$ cat src/rtl/tx_baseband_transmitter_if.sv
// Input sample stream for tx_baseband_transmitter: signed I/Q pair with valid/ready handshake.
interface tx_baseband_transmitter_if;
  logic signed [15:0] s_tdata_i;
  logic signed [15:0] s_tdata_q;
  logic               s_tvalid;
  logic               s_tready;

  modport master (output s_tdata_i, output s_tdata_q, output s_tvalid, input s_tready);
  modport slave  (input s_tdata_i, input s_tdata_q, input s_tvalid, output s_tready);
endinterface

$ cat src/rtl/tx_baseband_transmitter.sv
// Baseband TX: I/Q FIFO, zero-order-hold interpolation, LO mixing to a real 16-bit DAC stream.
// Optional TX_DIGITAL_GAIN_EN adds a tx_gain port and a third (gain) pipeline stage.
module tx_baseband_transmitter #(
  parameter int unsigned FIFO_DEPTH    = 16,
  parameter int unsigned INTERP_FACTOR = 4,
  parameter int unsigned START_LEVEL   = 8
) (
  input  logic                          clock,
  input  logic                          resetn,
  input  logic                          enable,
  tx_baseband_transmitter_if.slave      s_in,
  input  logic signed [15:0]            lo_cos,
  input  logic signed [15:0]            lo_sin,
  input  logic                          clear_status,
`ifdef TX_DIGITAL_GAIN_EN
  input  logic [15:0]                   tx_gain,
`endif
  output logic signed [15:0]            data_out,
  output logic                          data_out_valid,
  output logic                          underflow,
  output logic [$clog2(FIFO_DEPTH):0]   fifo_level
);

  localparam int unsigned AW = $clog2(FIFO_DEPTH);
  localparam int unsigned LW = AW + 1;
  localparam int unsigned SW = (INTERP_FACTOR > 1) ? $clog2(INTERP_FACTOR) : 1;

  typedef enum logic [1:0] {ST_IDLE, ST_PRIME, ST_RUN} state_e;

  // ---------------- FIFO ----------------
  logic [31:0]   mem_q [FIFO_DEPTH];
  logic [AW:0]   wr_ptr_q, wr_ptr_d, rd_ptr_q, rd_ptr_d;
  logic [LW-1:0] level;
  logic          full, empty, push, pop;
  logic signed [15:0] head_i, head_q;

  always_comb begin
    level    = wr_ptr_q - rd_ptr_q;
    full     = (level == LW'(FIFO_DEPTH));
    empty    = (level == '0);
    push     = s_in.s_tvalid && !full;
    wr_ptr_d = wr_ptr_q + {{AW{1'b0}}, push};
    rd_ptr_d = rd_ptr_q + {{AW{1'b0}}, pop};
    head_i   = mem_q[rd_ptr_q[AW-1:0]][31:16];
    head_q   = mem_q[rd_ptr_q[AW-1:0]][15:0];
  end

  assign s_in.s_tready = !full;
  assign fifo_level    = level;

  always_ff @(posedge clock) begin
    if (push) mem_q[wr_ptr_q[AW-1:0]] <= {s_in.s_tdata_i, s_in.s_tdata_q};
  end

  always_ff @(posedge clock or negedge resetn) begin
    if (!resetn) begin
      wr_ptr_q <= '0;
      rd_ptr_q <= '0;
    end else begin
      wr_ptr_q <= wr_ptr_d;
      rd_ptr_q <= rd_ptr_d;
    end
  end

  // ---------------- Control FSM ----------------
  state_e             state_q, state_d;
  logic [SW-1:0]      slot_q, slot_d;
  logic signed [15:0] hold_i_q, hold_i_d, hold_q_q, hold_q_d;
  logic               underflow_q, underflow_d;
  logic               set_uf, wrap;

  always_comb begin
    state_d  = state_q;
    slot_d   = slot_q;
    hold_i_d = hold_i_q;
    hold_q_d = hold_q_q;
    pop      = 1'b0;
    set_uf   = 1'b0;
    wrap     = (slot_q == SW'(INTERP_FACTOR - 1));
    case (state_q)
      ST_IDLE: begin
        hold_i_d = '0;
        hold_q_d = '0;
        slot_d   = '0;
        if (enable) state_d = ST_PRIME;
      end
      ST_PRIME: begin
        hold_i_d = '0;
        hold_q_d = '0;
        slot_d   = '0;
        if (!enable) begin
          state_d = ST_IDLE;
        end else if (level >= LW'(START_LEVEL)) begin
          pop      = 1'b1;
          hold_i_d = head_i;
          hold_q_d = head_q;
          state_d  = ST_RUN;
        end
      end
      ST_RUN: begin
        if (wrap) begin
          // Disable is only honoured at a slot boundary so a sample is never cut short.
          slot_d = '0;
          if (!enable) begin
            hold_i_d = '0;
            hold_q_d = '0;
            state_d  = ST_IDLE;
          end else if (empty) begin
            hold_i_d = '0;
            hold_q_d = '0;
            set_uf   = 1'b1;
            state_d  = ST_PRIME;
          end else begin
            pop      = 1'b1;
            hold_i_d = head_i;
            hold_q_d = head_q;
          end
        end else begin
          slot_d = slot_q + SW'(1);
        end
      end
      default: state_d = ST_IDLE;
    endcase

    underflow_d = underflow_q;
    if (clear_status) underflow_d = 1'b0;
    if (set_uf)       underflow_d = 1'b1;
  end

  always_ff @(posedge clock or negedge resetn) begin
    if (!resetn) begin
      state_q     <= ST_IDLE;
      slot_q      <= '0;
      hold_i_q    <= '0;
      hold_q_q    <= '0;
      underflow_q <= 1'b0;
    end else begin
      state_q     <= state_d;
      slot_q      <= slot_d;
      hold_i_q    <= hold_i_d;
      hold_q_q    <= hold_q_d;
      underflow_q <= underflow_d;
    end
  end

  assign underflow = underflow_q;

  // ---------------- Mixer datapath ----------------
  logic signed [31:0] pi_q, pi_d, pq_q, pq_d;
  logic               v1_q, v1_d, v2_q, v2_d;
  logic signed [33:0] diff;
  logic signed [18:0] rnd;

  always_comb begin
    pi_d = 32'(hold_i_q) * 32'(lo_cos);
    pq_d = 32'(hold_q_q) * 32'(lo_sin);
    v1_d = (state_q == ST_RUN);
    v2_d = v1_q;
    diff = 34'(pi_q) - 34'(pq_q) + 34'sd16384;
    rnd  = 19'(diff >>> 15);
  end

`ifdef TX_DIGITAL_GAIN_EN
  logic signed [18:0] r_q, r_d;
  logic signed [15:0] dout_q, dout_d;
  logic               v3_q, v3_d;
  logic signed [35:0] gprod;
  logic signed [20:0] gshift;

  always_comb begin
    r_d    = rnd;
    v3_d   = v2_q;
    gprod  = 36'(r_q) * 36'($signed({1'b0, tx_gain})) + 36'sd16384;
    gshift = 21'(gprod >>> 15);
    if (gshift > 21'sd32767)       dout_d = 16'sh7fff;
    else if (gshift < -21'sd32768) dout_d = 16'sh8000;
    else                           dout_d = gshift[15:0];
  end

  always_ff @(posedge clock or negedge resetn) begin
    if (!resetn) begin
      pi_q <= '0; pq_q <= '0; r_q <= '0; dout_q <= '0;
      v1_q <= 1'b0; v2_q <= 1'b0; v3_q <= 1'b0;
    end else begin
      pi_q <= pi_d; pq_q <= pq_d; r_q <= r_d; dout_q <= dout_d;
      v1_q <= v1_d; v2_q <= v2_d; v3_q <= v3_d;
    end
  end

  assign data_out_valid = v3_q;
`else
  logic signed [15:0] dout_q, dout_d;

  always_comb begin
    if (rnd > 19'sd32767)       dout_d = 16'sh7fff;
    else if (rnd < -19'sd32768) dout_d = 16'sh8000;
    else                        dout_d = rnd[15:0];
  end

  always_ff @(posedge clock or negedge resetn) begin
    if (!resetn) begin
      pi_q <= '0; pq_q <= '0; dout_q <= '0;
      v1_q <= 1'b0; v2_q <= 1'b0;
    end else begin
      pi_q <= pi_d; pq_q <= pq_d; dout_q <= dout_d;
      v1_q <= v1_d; v2_q <= v2_d;
    end
  end

  assign data_out_valid = v2_q;
`endif

  assign data_out = dout_q;

endmodule

$ cat src/flat_wrapper.sv
// flat-port wrapper written by rule: the top's interface ports become plain ports
module tx_baseband_transmitter_flat 
#(
  parameter int unsigned FIFO_DEPTH    = 16,
  parameter int unsigned INTERP_FACTOR = 4,
  parameter int unsigned START_LEVEL   = 8
)
  (clock, resetn, enable, lo_cos, lo_sin, clear_status, data_out, data_out_valid, underflow, fifo_level, s_in_s_tdata_i, s_in_s_tdata_q, s_in_s_tvalid, s_in_s_tready);
  tx_baseband_transmitter_if s_in_i ();
  input  logic clock;
  input  logic resetn;
  input  logic enable;
  input  logic signed [15:0] lo_cos;
  input  logic signed [15:0] lo_sin;
  input  logic clear_status;
  output logic signed [15:0] data_out;
  output logic data_out_valid;
  output logic underflow;
  output logic [$clog2(FIFO_DEPTH):0] fifo_level;
  input wire logic [$bits(s_in_i.s_tdata_i)-1:0] s_in_s_tdata_i;
  input wire logic [$bits(s_in_i.s_tdata_q)-1:0] s_in_s_tdata_q;
  input wire logic [$bits(s_in_i.s_tvalid)-1:0] s_in_s_tvalid;
  output wire logic [$bits(s_in_i.s_tready)-1:0] s_in_s_tready;
  assign s_in_i.s_tdata_i = s_in_s_tdata_i;
  assign s_in_i.s_tdata_q = s_in_s_tdata_q;
  assign s_in_i.s_tvalid = s_in_s_tvalid;
  assign s_in_s_tready = s_in_i.s_tready;
  tx_baseband_transmitter #(.FIFO_DEPTH(FIFO_DEPTH), .INTERP_FACTOR(INTERP_FACTOR), .START_LEVEL(START_LEVEL)) u_core (.clock(clock), .resetn(resetn), .enable(enable), .s_in(s_in_i), .lo_cos(lo_cos), .lo_sin(lo_sin), .clear_status(clear_status), .data_out(data_out), .data_out_valid(data_out_valid), .underflow(underflow), .fifo_level(fifo_level));
endmodule
$ cat config.mk
export PLATFORM = sky130hd
export DESIGN_NAME = tx_baseband_transmitter_flat
export DESIGN_NICKNAME = d
export VERILOG_FILES = /design/src/rtl/tx_baseband_transmitter_if.sv /design/src/rtl/tx_baseband_transmitter.sv /design/src/flat_wrapper.sv
export SDC_FILE = /design/constraint.sdc
export NUM_CORES = 2
export LEC_CHECK = 0
export CORE_ASPECT_RATIO = 1.5
export CORE_MARGIN = 2
export CORE_UTILIZATION = 59
export CTS_BUF_LIST = sky130_fd_sc_hd__clkbuf_8
export CTS_CLUSTER_DIAMETER = 200
export DETAILED_ROUTE_END_ITERATION = 16
export PLACE_DENSITY = 0.79
export SLEW_MARGIN = 20
export SYNTH_ARGS = -nofsm -noshare
export SYNTH_HDL_FRONTEND = slang
export SYNTH_SLANG_ARGS = --single-unit
$ cat constraint.sdc
create_clock -name clock -period 6.35 [get_ports clock]
set_input_delay 1.27 -clock clock [delete_from_list [all_inputs] [get_ports clock]]
set_output_delay 1.27 -clock clock [all_outputs]
set_load 0.01 [all_outputs]
==> reports/metrics.json <==
{
  "detail_route.wirelength_mm": 105,
  "relative_max_transition_margin_pct": 34.9,
  "synth_common_cells": "sky130_fd_sc_hd__inv_1, sky130_fd_sc_hd__fa_1, sky130_fd_sc_hd__edfxtp_1",
  "cts.reportedPaths.clkPinSlew_ps": 80,
  "critical-path-top-cell-by-count": "sky130_fd_sc_hd__fa_1",
  "placementRows": 124,
  "first_global_vias": 31300,
  "detailed_place_hpwl_mm": 75.9,
  "synthesis.area_per_instance_um2": 12.9,
  "area_growth_from_synthesis_to_layout_pct": 17.2,
  "cts_made_buffers": 91,
  "floorplan_die_area_mm2": 0.0789,
  "floorplan.core_area_mm2": 0.0760,
  "drt_pre_antenna_iters": 7,
  "synth_ff_type": "sky130_fd_sc_hd__edfxtp_1",
  "timing.reg2reg.setup_slack_ps": -300,
  "cts.root.buffer_cell": "sky130_fd_sc_hd__clkbuf_8",
  "cts_buffer_depth": 3,
  "timing.critical_path.fanout_max": 6,
  "num-fill-cells": 4972,
  "worst_hold_path.num_cells": 0,
  "yosysTopAreaCellShare_pct": 34.0,
  "nNetsFinal": 4762,
  "fin_tns_setup_ps": -1370,
  "maxClockFrequency_mhz": 148,
  "grt_antenna_before_repair": 6,
  "final-hold-violation-count": 0,
  "slowest_cell_on_the_critical_path": "sky130_fd_sc_hd__fa_1",
  "period_minus_slack_ps": 6740,
  "multi_input_area_mm2": 0.0246,
  "syn-instance-count": 3506,
  "die_height_um": 343,
  "design_area_mm2": 0.0530,
  "synth_cell_types": 83,
  "final_layout_size_suffix_gt1_share_pct": 23.5,
  "tritoncts_clock_tree": "done",
  "number_of_flops_mapped_to_enable_cells_by_yosys": 512,
  "drc": 0,
  "worst_hold_path_type": "reg2reg",
  "timing.critical_path.required_ps": 6970,
  "yosys_warnings": 0,
  "post-route-worst-setup-slack_ps": -392,
  "ioPinCount": 93,
  "timing.reg2reg.worst_path_depth": 24,
  "whs_endpoint": "u_core.data_out_valid",
  "start_kind": "input port",
  "final_wtd_congestion": 0.889,
  "synth.top_cells.by_area": "sky130_fd_sc_hd__edfxtp_1, sky130_fd_sc_hd__fa_1, sky130_fd_sc_hd__mux4_2, sky130_fd_sc_hd__dfrtp_1, sky130_fd_sc_hd__ha_1",
  "ant_nets": 0,
  "drv_cap": 0,
  "final_setup_viols": 7,
  "final_worst_path_period_share_pct": 106,
  "number_of_slew_limit_violations_in_the_final_report": 0,
  "grt_pass1_wl_mm": 165,
  "yosys_register_bits": 641,
  "clock-skew-final_ps": 37.2,
  "die_width_um": 230,
  "slowest_delay_ps": 530,
  "dr.first_iter.drc_count": 1759,
  "synthArstFlopShare_pct": 20.1,
  "globalRouteOverflowTotal": 0,
  "drt-vias-per-instance": 5.65,
  "hold_path.startpoint": "u_core.v1_q",
  "yosys.area.top_type": "sky130_fd_sc_hd__edfxtp_1",
  "violations": "setup timing",
  "cts_htree_levels": 3,
  "port_buffers": 92,
  "clock_latency_ps": 710,
  "gr-usage-all-layers_pct": 27.4,
  "grt_max_degree": 130,
  "clock_sinks": 641,
  "outcome": "complete, but fails checks",
  "regToRegEndpoint": "u_core.pq_q[30]",
  "floorplan.initialDensity_pct": 59.5,
  "timing.critical_path.to_type": "flip-flop",
  "syn_nets": 4310,
  "wire_per_inst_um": 20.9,
  "seq_area_mm2": 0.0186,
  "library_cell_with_the_highest_instance_count_after_synthesis": "sky130_fd_sc_hd__inv_1",
  "area_after_dpl_mm2": 0.0499,
  "yosysSeqAreaShare_pct": 41.1,
  "cp_data_arrival_time_ps": 7360,
  "grt_setup_unrepaired": "true",
  "max_slew.worst_pin.slew_ps": 974,
  "mappedNetlistArea_mm2": 0.0452,
  "r2r_start": "u_core.hold_q_q[10]",
  "critical_path_class": "in2reg",
  "dr_total_vias": 28500
}
-- cell type report --
class                      count  share of cell area (%)
timing repair buffer         478                    7.94
tap                         1008                    2.38
multi-input combinational   2090                    46.4
clock inverter                68                   0.970
inverter                     656                    4.65
sequential                   641                    35.1
antenna                        3                  0.0142
clock buffer                  97                    2.52
-- placed cells by master (no fill, tap or decap), drive strengths merged, types with 83 or more instances in the layout --
cell      n
nand2   314
ha      210
and2    256
nor2     98
mux4    160
dfrtp   129
inv     681
xnor2    83
edfxtp  512
buf     406
clkbuf   99
fa      525
-- kinds of logic after synthesis --
kind of cell / Yosys count / synth area share, %
AND/OR/NAND/NOR: 816 / 9.08
buffers and inverters: 775 / 6.48
adder cells (fa/ha/maj): 735 / 29.1
flip-flops: 641 / 41.1
AO/OA/AOI/OAI: 269 / 4.12
multiplexers: 162 / 8.02
XOR/XNOR: 108 / 2.11
-- per-layer routing --
| metal | wire length [µm] | vias up | global-route usage, % | part of all wire [%] |
|---|---|---|---|---|
| met5 | 13 | - | 0 | 0.012 |
| met4 | 5850 | 2 | 13.9 | 5.6 |
| met3 | 5870 | 348 | 3.85 | 5.6 |
| met2 | 57000 | 1044 | 50.4 | 54 |
| met1 | 36400 | 14600 | 31.2 | 35 |
| li1 | - | 12500 | - | - |
-- through the flow --
| step | std cells | utilization [%] | worst slack, ps | hold WS, ps |
|---|---|---|---|---|
| floorplan | 3506 | - | -880 | 331 |
| global placement | 4814 | 65.7 | -1560 | 334 |
| detailed placement | 4814 | 65.7 | -1580 | 341 |
| CTS | 5019 | 69.0 | -462 | 355 |
| global route | 5041 | 69.7 | -559 | 360 |
| finish | 5041 | 69.7 | -392 | 354 |
-- worst max-delay path by stage --
stage	from	endpoint	slack (ps)	cells past startpoint
after floorplan	lo_sin[4]	u_core.pq_q[30]	-880	25
after global placement	lo_sin[4]	u_core.pq_q[30]	-1560	24
after detailed placement	lo_sin[4]	u_core.pq_q[30]	-1580	24
after CTS	lo_sin[5]	u_core.pq_q[30]	-460	25
after global routing	lo_sin[4]	u_core.pq_q[30]	-560	25
final	lo_sin[4]	u_core.pq_q[30]	-390	25
-- timing repair --
action | 4_1_cts | 5_1_grt
pin swaps | 134 | 125
endpoints found under the setup margin | 20 | 18
hold buffers | 0 | 0
buffers inserted | 37 | 19
gates resized for setup | 230 | 112
gates cloned | 5 | 3
-- worst max-delay path, delay by kind of cell --
family,cells,cell delay (ps)
fa+ha+maj,7,3230
xor+xnor,1,120
compound gates,9,1790
buf+inv,5,300
simple gates,3,640
-- flip-flops by register name, indices dropped and copies added, names as in the netlist, 5 cells and up --
register         flops
u_core.mem_q       512
u_core.hold_q_q     16
u_core.pi_q         32
u_core.data_out     16
u_core.pq_q         32
u_core.wr_ptr_q      5
u_core.hold_i_q     16
u_core.rd_ptr_q      5
Power is left out: the tool's default activity adds up to more than one toggle a clock period on the data nets, which glitch-free logic cannot reach.
